## config.mk

```make
export PLATFORM = sky130hd
export DESIGN_NAME = pe_relu
export DESIGN_NICKNAME = d
export VERILOG_FILES = /design/src/rtl/pe_pkg.sv /design/src/rtl/relu_stage.sv /design/src/rtl/pe_relu.sv
export SDC_FILE = /design/constraint.sdc
export NUM_CORES = 2
export LEC_CHECK = 0
export CORE_ASPECT_RATIO = 2
export CORE_MARGIN = 5
export CORE_UTILIZATION = 60
export CTS_CLUSTER_DIAMETER = 200
export DETAILED_ROUTE_END_ITERATION = 16
export DONT_BUFFER_PORTS = 1
export GPL_ROUTABILITY_DRIVEN = 0
export MAX_ROUTING_LAYER = met4
export PLACE_DENSITY = 0.85
export SETUP_SLACK_MARGIN = 0.4
export SLEW_MARGIN = 20
export SYNTH_ARGS = -nofsm -noshare
export SYNTH_HDL_FRONTEND = slang
export SYNTH_SLANG_ARGS = --single-unit
```

## constraint.sdc

```tcl
create_clock -name i_clk -period 6.1 [get_ports i_clk]
set_clock_uncertainty 0.2 [all_clocks]
set_input_delay 0.915 -clock i_clk [delete_from_list [all_inputs] [get_ports i_clk]]
set_output_delay 0.915 -clock i_clk [all_outputs]
set_load 0.005 [all_outputs]
```

## src/rtl/pe_pkg.sv

```systemverilog
// Shared widths, pipeline depths and typedefs for the convolution PE.
package pe_pkg;

  localparam int DATA_W       = 30;
  localparam int WEIGHT_W     = 18;
  localparam int ACC_W        = 48;
  localparam int PE_LATENCY   = 3;
  localparam int RELU_LATENCY = 1;

  typedef logic signed [DATA_W-1:0]   pix_t;
  typedef logic signed [WEIGHT_W-1:0] wgt_t;
  typedef logic signed [ACC_W-1:0]    acc_t;

  // Output side length of a square convolution.
  function automatic int out_side(input int n, input int k, input int p, input int s);
    return (n - k + 2 * p) / s + 1;
  endfunction

endpackage

```

## src/rtl/relu_stage.sv

```systemverilog
// Registered rectifier: o_data = max(i_data, 0), captured on i_en, held otherwise.
// One cycle latency; no backpressure, o_en simply follows i_en.
module relu_stage
  import pe_pkg::*;
(
  input  logic             i_clk,
  input  logic             i_rst_n,
  input  logic             i_en,
  input  logic [ACC_W-1:0] i_data,
  output logic             o_en,
  output logic [ACC_W-1:0] o_data
);

  logic             r_en;
  logic [ACC_W-1:0] r_data;

  generate
    if (RELU_LATENCY != 1) begin : g_err_lat
      $error("relu_stage implements exactly one register stage");
    end
  endgenerate

  always_ff @(posedge i_clk or negedge i_rst_n) begin
    if (!i_rst_n) begin
      r_en   <= 1'b0;
      r_data <= '0;
    end else begin
      r_en <= i_en;
      if (i_en) begin
        r_data <= i_data[ACC_W-1] ? '0 : i_data;
      end
    end
  end

  assign o_en   = r_en;
  assign o_data = r_data;

endmodule

```

## src/rtl/pe_relu.sv

```systemverilog
// Streaming KxK convolution PE + ReLU; o_conv_en 3 cycles after the bottom-right pixel, o_en 1 later.
// No backpressure: i_en=0 freezes the input side while results drain. PE_SAT_EN saturates the sum.
module pe_relu
  import pe_pkg::*;
#(
  parameter int KERNEL_SIZE = 1,
  parameter int FM_SIZE     = 2,
  parameter int PADDING     = 0,
  parameter int STRIDE      = 1
)(
  input  logic                                       i_clk,
  input  logic                                       i_rst_n,
  input  logic [DATA_W-1:0]                          i_DataFM,
  input  logic                                       i_en,
  input  logic [KERNEL_SIZE*KERNEL_SIZE*WEIGHT_W-1:0] i_Weight,
  output logic                                       o_conv_en,
  output logic [ACC_W-1:0]                           o_conv,
  output logic                                       o_en,
  output logic [ACC_W-1:0]                           o_data
);

  localparam int K        = KERNEL_SIZE;
  localparam int N        = FM_SIZE;
  localparam int S        = STRIDE;
  localparam int TAPS     = K * K;
  localparam int CNT_W    = (N > 1) ? $clog2(N) : 1;
  localparam int OUT_SIDE = out_side(N, K, PADDING, S);
`ifdef PE_SAT_EN
  localparam int SUM_W    = ACC_W + $clog2(TAPS);
`else
  localparam int SUM_W    = ACC_W;
`endif

  generate
    if (PADDING != 0) begin : g_err_pad
      $error("pe_relu: only PADDING=0 is supported");
    end
    if (K < 1 || K > 5 || N < K || S < 1 || OUT_SIDE < 1) begin : g_err_geom
      $error("pe_relu: illegal KERNEL_SIZE/FM_SIZE/STRIDE combination");
    end
  endgenerate

  logic [CNT_W-1:0]        r_row;
  logic [CNT_W-1:0]        r_col;
  int                      w_row_off;
  int                      w_col_off;
  logic                    w_win_pos;
  logic                    r_in_vld;
  logic                    r_in_win;
  pix_t                    r_in_dat;
  pix_t                    w_col_in [K];
  pix_t                    r_win    [K][K];
  wgt_t                    w_wgt    [TAPS];
  acc_t                    r_prod   [TAPS];
  logic signed [SUM_W-1:0] w_sum;
  acc_t                    w_sat;
  acc_t                    r_sum;
  logic [PE_LATENCY-1:0]   r_vld;

  always_ff @(posedge i_clk or negedge i_rst_n) begin
    if (!i_rst_n) begin
      r_row <= '0;
      r_col <= '0;
    end else if (i_en) begin
      if (r_col == CNT_W'(N - 1)) begin
        r_col <= '0;
        r_row <= (r_row == CNT_W'(N - 1)) ? '0 : r_row + 1'b1;
      end else begin
        r_col <= r_col + 1'b1;
      end
    end
  end

  // The pixel being sampled closes a window when it sits on the stride grid past the first K-1 rows/cols.
  assign w_row_off = int'(r_row) - (K - 1);
  assign w_col_off = int'(r_col) - (K - 1);
  assign w_win_pos = (w_row_off >= 0) && (w_col_off >= 0) &&
                     ((w_row_off % S) == 0) && ((w_col_off % S) == 0);

  always_ff @(posedge i_clk or negedge i_rst_n) begin
    if (!i_rst_n) begin
      r_in_vld <= 1'b0;
      r_in_win <= 1'b0;
      r_in_dat <= '0;
    end else begin
      r_in_vld <= i_en;
      r_in_win <= i_en & w_win_pos;
      if (i_en) begin
        r_in_dat <= i_DataFM;
      end
    end
  end

  generate
    if (K > 1) begin : g_lb
      pix_t r_lb [K-1][N];

      // Line j replays the pixel j+1 rows above the current one at the same column.
      always_ff @(posedge i_clk or negedge i_rst_n) begin
        if (!i_rst_n) begin
          for (int j = 0; j < K - 1; j++) begin
            for (int i = 0; i < N; i++) begin
              r_lb[j][i] <= '0;
            end
          end
        end else if (r_in_vld) begin
          for (int j = 0; j < K - 1; j++) begin
            for (int i = N - 1; i > 0; i--) begin
              r_lb[j][i] <= r_lb[j][i-1];
            end
          end
          r_lb[0][0] <= r_in_dat;
          for (int j = 1; j < K - 1; j++) begin
            r_lb[j][0] <= r_lb[j-1][N-1];
          end
        end
      end

      for (genvar r = 0; r < K - 1; r++) begin : g_tap
        assign w_col_in[r] = r_lb[K-2-r][N-1];
      end
    end
  endgenerate

  assign w_col_in[K-1] = r_in_dat;

  always_ff @(posedge i_clk or negedge i_rst_n) begin
    if (!i_rst_n) begin
      for (int r = 0; r < K; r++) begin
        for (int c = 0; c < K; c++) begin
          r_win[r][c] <= '0;
        end
      end
    end else if (r_in_vld) begin
      for (int r = 0; r < K; r++) begin
        for (int c = 0; c < K - 1; c++) begin
          r_win[r][c] <= r_win[r][c+1];
        end
        r_win[r][K-1] <= w_col_in[r];
      end
    end
  end

  generate
    for (genvar t = 0; t < TAPS; t++) begin : g_wgt
      assign w_wgt[t] = i_Weight[WEIGHT_W*t +: WEIGHT_W];
    end
  endgenerate

  always_ff @(posedge i_clk or negedge i_rst_n) begin
    if (!i_rst_n) begin
      for (int t = 0; t < TAPS; t++) begin
        r_prod[t] <= '0;
      end
    end else if (r_vld[0]) begin
      for (int r = 0; r < K; r++) begin
        for (int c = 0; c < K; c++) begin
          r_prod[r*K+c] <= acc_t'(r_win[r][c]) * acc_t'(w_wgt[r*K+c]);
        end
      end
    end
  end

  always_comb begin
    w_sum = '0;
    for (int t = 0; t < TAPS; t++) begin
      w_sum = w_sum + SUM_W'(r_prod[t]);
    end
  end

`ifdef PE_SAT_EN
  localparam logic signed [SUM_W-1:0] SUM_MAX = SUM_W'({1'b0, {(ACC_W-1){1'b1}}});
  localparam logic signed [SUM_W-1:0] SUM_MIN = ~SUM_MAX;

  always_comb begin
    if (w_sum > SUM_MAX) begin
      w_sat = {1'b0, {(ACC_W-1){1'b1}}};
    end else if (w_sum < SUM_MIN) begin
      w_sat = {1'b1, {(ACC_W-1){1'b0}}};
    end else begin
      w_sat = w_sum[ACC_W-1:0];
    end
  end
`else
  assign w_sat = w_sum;
`endif

  always_ff @(posedge i_clk or negedge i_rst_n) begin
    if (!i_rst_n) begin
      r_vld <= '0;
      r_sum <= '0;
    end else begin
      r_vld <= {r_vld[PE_LATENCY-2:0], r_in_win};
      if (r_vld[PE_LATENCY-2]) begin
        r_sum <= w_sat;
      end
    end
  end

  assign o_conv_en = r_vld[PE_LATENCY-1];
  assign o_conv    = r_sum;

  relu_stage u_relu (
    .i_clk   (i_clk),
    .i_rst_n (i_rst_n),
    .i_en    (r_vld[PE_LATENCY-1]),
    .i_data  (r_sum),
    .o_en    (o_en),
    .o_data  (o_data)
  );

endmodule

```

=== Word-level counts from Yosys, hierarchy flattened ===
Index checks and enable logic that the tools add are counted.

* Bits of input ports: 51
* Register bits after elaboration: 212

* Reductions and logical operators: 2
* Muxes and demuxes: 3
* Bitwise operators: 1
* Order comparisons: 2
* Multipliers: 1
* Add/subtract/negate cells: 2

{| class="wikitable"
|+ Operators with widths
! cell !! count
|-
| $mul A30 B18 Y48 || 1
|-
| $mux W47 || 1
|-
| $add A1 B1 Y1 const B || 2
|-
| $ge A1 B1 Y1 const B || 2
|-
| $mux W1 || 2
|-
| $reduce_and A2 Y1 || 1
|-
| $and A1 B1 Y1 || 1
|-
| $logic_and A1 B1 Y1 || 1
|}

=== Logic depth before layout (Yosys ltp) ===
* Depth after elaboration: 3
* Mapped depth: 25
* Depth with buffers taken out: 23

=== Modules after synthesis ===
From an unflattened synthesis, not the netlist that was laid out.

* Cells, all modules: 2699
* Area total of the unflattened synthesis: 26744.4 um^2

{| class="wikitable"
|+ Modules (own cells, without submodules)
! module !! cells each !! instances !! seq. area each (um^2) !! area an instance (um^2)
|-
| pe_relu || 2493 || 1 || 4003.8 || 24668.7
|-
| relu_stage || 206 || 1 || 1201.2 || 2075.7
|}

=== Least setup slack after synthesis ===
No wires, ideal clock.

* Path kind: input-to-reg
* From: input port i_Weight[0]
* To: register r_prod[47] (netlist name)
* Arrival: 6.632 ns
* Slack: -0.868 ns
* Cell stages on the path: 21
* Path buffers: 2
* Setup time: 0.136 ns
* Cell sequence: clkbuf_1 > and2_1 > fa_1 > fa_1 > ha_1 > inv_1 > fa_1 > inv_1 > fa_1 > fa_1 > ha_1 > buf_2 > a21o_1 > a21o_1 > a211o_1 > a21oi_1 > o21ai_0 > a2111oi_4 > o31ai_2 > xnor2_1 > a21oi_1

* Cells in the longest elaborated chain, start to end: 1

{| class="wikitable"
|+ RTL lines
! element !! RTL line !! text
|-
| start, declared || pe_relu.sv:15 || <nowiki>input logic [KERNEL_SIZE*KERNEL_SIZE*WEIGHT_W-1:0] i_Weight,</nowiki>
|-
| $mul A30 B18 Y48 || pe_relu.sv:158 || <nowiki>r_prod[r*K+c] <= acc_t'(r_win[r][c]) * acc_t'(w_wgt[r*K+c]);</nowiki>
|-
| end signal, assigned by index || pe_relu.sv:158 ||
|-
| end, declared || pe_relu.sv:54 || <nowiki>acc_t r_prod [TAPS];</nowiki>
|}

Every way passes these cells.
A chain may end at the register's enable or synchronous reset.

=== Final worst setup path ===
* From: register r_win[17] (netlist name)
* To: register r_prod[46] (netlist name)

* Cells in the longest elaborated chain, start to end: 1

{| class="wikitable"
|+ RTL lines
! element !! RTL line !! text
|-
| start, declared || pe_relu.sv:52 || <nowiki>pix_t r_win [K][K];</nowiki>
|-
| start signal, assigned by index || pe_relu.sv:137 || <nowiki>r_win[r][c] <= r_win[r][c+1];</nowiki>
|-
| start signal, assigned by index || pe_relu.sv:139 || <nowiki>r_win[r][K-1] <= w_col_in[r];</nowiki>
|-
| $mul A30 B18 Y48 || pe_relu.sv:158 ||
|}

Every way passes these cells.

==> run_summary.xml <==
<?xml version="1.0" encoding="UTF-8"?>
<metrics>
  <group name="run_status">
    <metric name="run_status" unit="">finished, violations left</metric>
    <metric name="violations_in_the_final_reports" unit="">negative hold slack, negative setup slack</metric>
  </group>
  <group name="critical_path">
    <metric name="rr_startpoint" unit="">r_win[17]</metric>
    <metric name="worstPathRequired" unit="ns">6.29</metric>
    <metric name="launching_element_type_of_the_critical_path" unit="">flip-flop</metric>
    <metric name="cp_data_arrival_time" unit="ns">7.18</metric>
    <metric name="worst_setup_path_end_kind" unit="">flip-flop</metric>
    <metric name="worst-r2r-cell-count" unit="">24</metric>
    <metric name="crit_path_max_fanout" unit="">5</metric>
    <metric name="crit_start" unit="">r_win[17]</metric>
    <metric name="worst-setup-path-type" unit="">reg -&gt; reg</metric>
  </group>
  <group name="clocking">
    <metric name="cts.clk_slew.worst_paths" unit="ns">0.07</metric>
    <metric name="cts_inserted_buffers" unit="">19</metric>
    <metric name="clockRootBuffer" unit="">sky130_fd_sc_hd__clkbuf_16</metric>
    <metric name="worst_skew_pair.late_latency" unit="ns">0.58</metric>
    <metric name="ctsHtreeMaxLevel" unit="">1</metric>
    <metric name="clock-sinks" unit="">208</metric>
    <metric name="cts.path.max_buffers" unit="">3</metric>
    <metric name="tritoncts_clock_tree" unit="">yes</metric>
  </group>
  <group name="place">
    <metric name="detailed_place_hpwl" unit="um">61130</metric>
    <metric name="pre_cts_slack" unit="ns">-0.8572</metric>
    <metric name="io_buffers" unit="">0</metric>
  </group>
  <group name="worst_hold_path">
    <metric name="timing.hold.worst.class" unit="">in -&gt; async</metric>
  </group>
  <group name="floorplan">
    <metric name="core-area" unit="um^2">44190</metric>
    <metric name="number_of_top_level_pins" unit="">149</metric>
    <metric name="floorplan.die.height" unit="um">309.0</metric>
    <metric name="horizontal_extent_of_the_die" unit="um">159.5</metric>
    <metric name="rows" unit="">109</metric>
    <metric name="floorplan.die_area" unit="um^2">49290</metric>
    <metric name="initial_core_utilization" unit="%">60.71</metric>
  </group>
  <group name="route">
    <metric name="finalWirelength" unit="um">92610</metric>
    <metric name="routedWlPerCell" unit="um">27.02</metric>
    <metric name="number_of_vias_in_the_routed_layout" unit="">21112</metric>
    <metric name="drt-vias-per-instance" unit="">6.159</metric>
    <metric name="drc" unit="">0</metric>
    <metric name="drtAntennaViolNets" unit="">0</metric>
    <metric name="first_pass_iters" unit="">8</metric>
    <metric name="detailedRoute.firstIterationViolations" unit="">2104</metric>
  </group>
  <group name="yosys">
    <metric name="post-synth-top-area-fraction" unit="%">38.88</metric>
    <metric name="ys_warn_count" unit="">0</metric>
    <metric name="ys_top_cells_by_area" unit="">sky130_fd_sc_hd__fa_1 (39%), sky130_fd_sc_hd__dfrtp_1 (19%), sky130_fd_sc_hd__inv_1 (8.8%), sky130_fd_sc_hd__mux2_2 (6.0%), sky130_fd_sc_hd__ha_1 (5.5%)</metric>
    <metric name="synth.net_count" unit="">3392</metric>
    <metric name="netlist.top_cell.by_area" unit="">sky130_fd_sc_hd__fa_1</metric>
    <metric name="yosysSeqAreaShare" unit="%">19.40</metric>
    <metric name="synthArstFlopShare" unit="%">100.0</metric>
    <metric name="flip_flop_and_latch_count_after_synthesis" unit="">208</metric>
    <metric name="dominantRegCellSynth" unit="">sky130_fd_sc_hd__dfrtp_1</metric>
    <metric name="syn-cell-area" unit="um^2">26830</metric>
    <metric name="synthesized_area_per_cell" unit="um^2">9.924</metric>
    <metric name="synth.distinct_cells" unit="">64</metric>
    <metric name="synth_enable_flop_cells" unit="">0</metric>
    <metric name="synth_cells" unit="">2703</metric>
  </group>
  <group name="global_routing">
    <metric name="grt_max_degree" unit="">209</metric>
    <metric name="global_routing_usage_on_met2" unit="%">61.74</metric>
    <metric name="grt_pass1_vias" unit="">23317</metric>
    <metric name="grt-busiest-layer" unit="">met2</metric>
    <metric name="grt_first_pass_wirelength" unit="um">132100</metric>
    <metric name="grt_use_met1" unit="%">32.75</metric>
    <metric name="globalRoute.totalOverflow" unit="">0</metric>
    <metric name="grt.met3_usage" unit="%">12.33</metric>
    <metric name="antenna_violations_before_repair" unit="">7</metric>
    <metric name="groute.usage.overall" unit="%">37.09</metric>
  </group>
  <group name="sta">
    <metric name="timing.fmax" unit="GHz">0.1429</metric>
    <metric name="final.hold.worst_slack" unit="ns">-0.1675</metric>
    <metric name="drv_slew" unit="">0</metric>
    <metric name="rsz0062_at_grt" unit="">yes</metric>
    <metric name="layout_setup_ws" unit="ns">-0.8963</metric>
    <metric name="hold_viol" unit="">97</metric>
    <metric name="final.period_utilization" unit="%">114.7</metric>
    <metric name="max-slew-margin-rel" unit="%">46.90</metric>
    <metric name="tightest_slew" unit="ns">0.7965</metric>
    <metric name="finalSetupViolCount" unit="">31</metric>
    <metric name="post-route-min-period" unit="ns">6.996</metric>
  </group>
  <group name="layout">
    <metric name="utilization" unit="%">70.28</metric>
    <metric name="layout.nets" unit="">3545</metric>
    <metric name="drive_gt1_share" unit="%">25.47</metric>
    <metric name="areaGrowthSynthToFinish" unit="%">15.77</metric>
  </group>
  <group name="run">
    <metric name="max_cap_violations" unit="">0</metric>
  </group>
</metrics>
## layer usage
layer  routed length [um]  part of all wire, %
met2                45230                   49
met4                12450                   13
met3                 9989                   11
met1                24940                   27
met5                    0                    0
## registers in the layout, summed over array words and instances, names as in the netlist
name           count
r_vld              3
u_relu.o_data     47
r_win             30
r_in_win           1
r_in_dat          30
o_conv            48
r_prod            48
u_relu.o_en        1
## final cells by class
| type | instances | area (um^2) |
|---|---|---|
| clock buffers | 26 | 541.8 |
| diodes | 7 | 17.52 |
| inverters | 629 | 2381 |
| flip-flops and latches | 208 | 5238 |
| well taps | 555 | 694.4 |
| multi-input cells | 1709 | 19670 |
| clock inverters | 5 | 81.33 |
| repair buffers | 289 | 2430 |
| fillers | 2830 | 13130 |
## placed cells by master (no fill, tap or decap), types with 8 or more instances in the layout
| master | count |
|---|---|
| sky130_fd_sc_hd__clkbuf_16 | 19 |
| sky130_fd_sc_hd__nor3_1 | 8 |
| sky130_fd_sc_hd__xor2_1 | 13 |
| sky130_fd_sc_hd__nand3_1 | 8 |
| sky130_fd_sc_hd__and2_4 | 32 |
| sky130_fd_sc_hd__fa_1 | 473 |
| sky130_fd_sc_hd__nor2_1 | 37 |
| sky130_fd_sc_hd__inv_2 | 36 |
| sky130_fd_sc_hd__inv_1 | 587 |
| sky130_fd_sc_hd__ha_1 | 91 |
| sky130_fd_sc_hd__a21o_1 | 21 |
| sky130_fd_sc_hd__a21oi_1 | 22 |
| sky130_fd_sc_hd__buf_4 | 240 |
| sky130_fd_sc_hd__nand3b_1 | 47 |
| sky130_fd_sc_hd__fa_2 | 48 |
| sky130_fd_sc_hd__o21ai_0 | 55 |
| sky130_fd_sc_hd__nand2_2 | 13 |
| sky130_fd_sc_hd__ha_4 | 22 |
| sky130_fd_sc_hd__nand2_1 | 317 |
| sky130_fd_sc_hd__o21ai_2 | 10 |
| sky130_fd_sc_hd__dfrtp_2 | 23 |
| sky130_fd_sc_hd__nand2b_1 | 11 |
| sky130_fd_sc_hd__a21oi_4 | 11 |
| sky130_fd_sc_hd__xnor2_1 | 26 |
| sky130_fd_sc_hd__and2_1 | 178 |
| sky130_fd_sc_hd__a21oi_2 | 8 |
| sky130_fd_sc_hd__buf_6 | 38 |
| sky130_fd_sc_hd__mux2_2 | 138 |
| sky130_fd_sc_hd__dfrtp_1 | 184 |
## cells in the mapped netlist, types with 3 or more instances
library cell and n:
sky130_fd_sc_hd__a31oi_1 6, sky130_fd_sc_hd__a21oi_1 37, sky130_fd_sc_hd__inv_1 629, sky130_fd_sc_hd__nand3b_1 47
sky130_fd_sc_hd__nand3_1 9, sky130_fd_sc_hd__and3_1 6, sky130_fd_sc_hd__xor2_1 14, sky130_fd_sc_hd__clkbuf_1 145
sky130_fd_sc_hd__and2_1 210, sky130_fd_sc_hd__buf_2 5, sky130_fd_sc_hd__ha_1 117, sky130_fd_sc_hd__nand2_1 331
sky130_fd_sc_hd__nand4_1 7, sky130_fd_sc_hd__buf_1 4, sky130_fd_sc_hd__a21oi_2 3, sky130_fd_sc_hd__nor2b_1 8
sky130_fd_sc_hd__xnor2_1 29, sky130_fd_sc_hd__mux2_2 142, sky130_fd_sc_hd__nor2_1 43, sky130_fd_sc_hd__nor3_1 11
sky130_fd_sc_hd__o21bai_1 6, sky130_fd_sc_hd__a211o_1 3, sky130_fd_sc_hd__a21o_1 22, sky130_fd_sc_hd__o31ai_1 3
sky130_fd_sc_hd__nand2b_1 11, sky130_fd_sc_hd__o21ai_1 8, sky130_fd_sc_hd__o211ai_1 5, sky130_fd_sc_hd__or2_2 4
sky130_fd_sc_hd__dfrtp_1 208, sky130_fd_sc_hd__fa_1 521, sky130_fd_sc_hd__a211oi_1 4, sky130_fd_sc_hd__o21ai_0 63
sky130_fd_sc_hd__o21a_1 5
## path summary, 6_finish.rpt
| check | slack, ns | end |
|---|---|---|
| min | -0.17 | r_in_dat[21] |
| max | -0.90 | r_prod[46] |
| min reg2reg | 0.29 | r_prod[6] |
| min in group i_clk | 0.17 | r_in_win |
| max reg2reg | -0.90 | r_prod[46] |
| max in group asynchronous | 5.22 | o_conv[36] |
## worst max-delay path, cell delays in order, from the launching register on
cell and delay (ns):
sky130_fd_sc_hd__dfrtp_2 0.47, sky130_fd_sc_hd__buf_6 0.16, sky130_fd_sc_hd__buf_4 0.15, sky130_fd_sc_hd__and2_4 0.14, sky130_fd_sc_hd__fa_1 0.70, sky130_fd_sc_hd__inv_2 0.09
sky130_fd_sc_hd__fa_2 0.59, sky130_fd_sc_hd__inv_4 0.08, sky130_fd_sc_hd__fa_1 0.53, sky130_fd_sc_hd__inv_1 0.08, sky130_fd_sc_hd__fa_2 0.57, sky130_fd_sc_hd__fa_1 0.43
sky130_fd_sc_hd__fa_1 0.39, sky130_fd_sc_hd__inv_1 0.10, sky130_fd_sc_hd__ha_4 0.23, sky130_fd_sc_hd__a21oi_4 0.20, sky130_fd_sc_hd__o21ai_4 0.09, sky130_fd_sc_hd__a211oi_4 0.29
sky130_fd_sc_hd__a31oi_4 0.16, sky130_fd_sc_hd__a31oi_4 0.25, sky130_fd_sc_hd__buf_6 0.15, sky130_fd_sc_hd__o211ai_4 0.08, sky130_fd_sc_hd__o211ai_1 0.33, sky130_fd_sc_hd__and3_1 0.25
sky130_fd_sc_hd__o31ai_2 0.07
## stage by stage
stage                     cell area [um^2]  instances  hold WS, ns  TNS (ns)
after floorplan                      27290       2703       0.1519    -5.981
after global placement               28830       3310       0.2661    -13.26
after detailed placement             28830       3310       0.2705    -16.37
after CTS                            30360       3387      -0.1684    -4.416
after global routing                 31060       3428      -0.1836    -19.04
final                                31060       3428      -0.1675    -17.35
## cell families after synthesis
family          after synthesis  synth area share, %
simple gates                693                12.86
flops                       208                19.40
xor+xnor                     43                1.404
other cells                   1              0.01398
buf+inv                     786                11.09
compound gates              192                4.930
mux                         142                5.961
fa+ha+maj                   638                44.34
## timing repair
item	4_1_cts	5_1_grt
gates resized for setup	144	126
pin swaps	76	122
buffers inserted	46	34
setup endpoints to repair	33	36
hold endpoints to repair	208	208
Power is left out: the tool's default activity adds up to more than one toggle a clock period on the data nets, which glitch-free logic cannot reach.
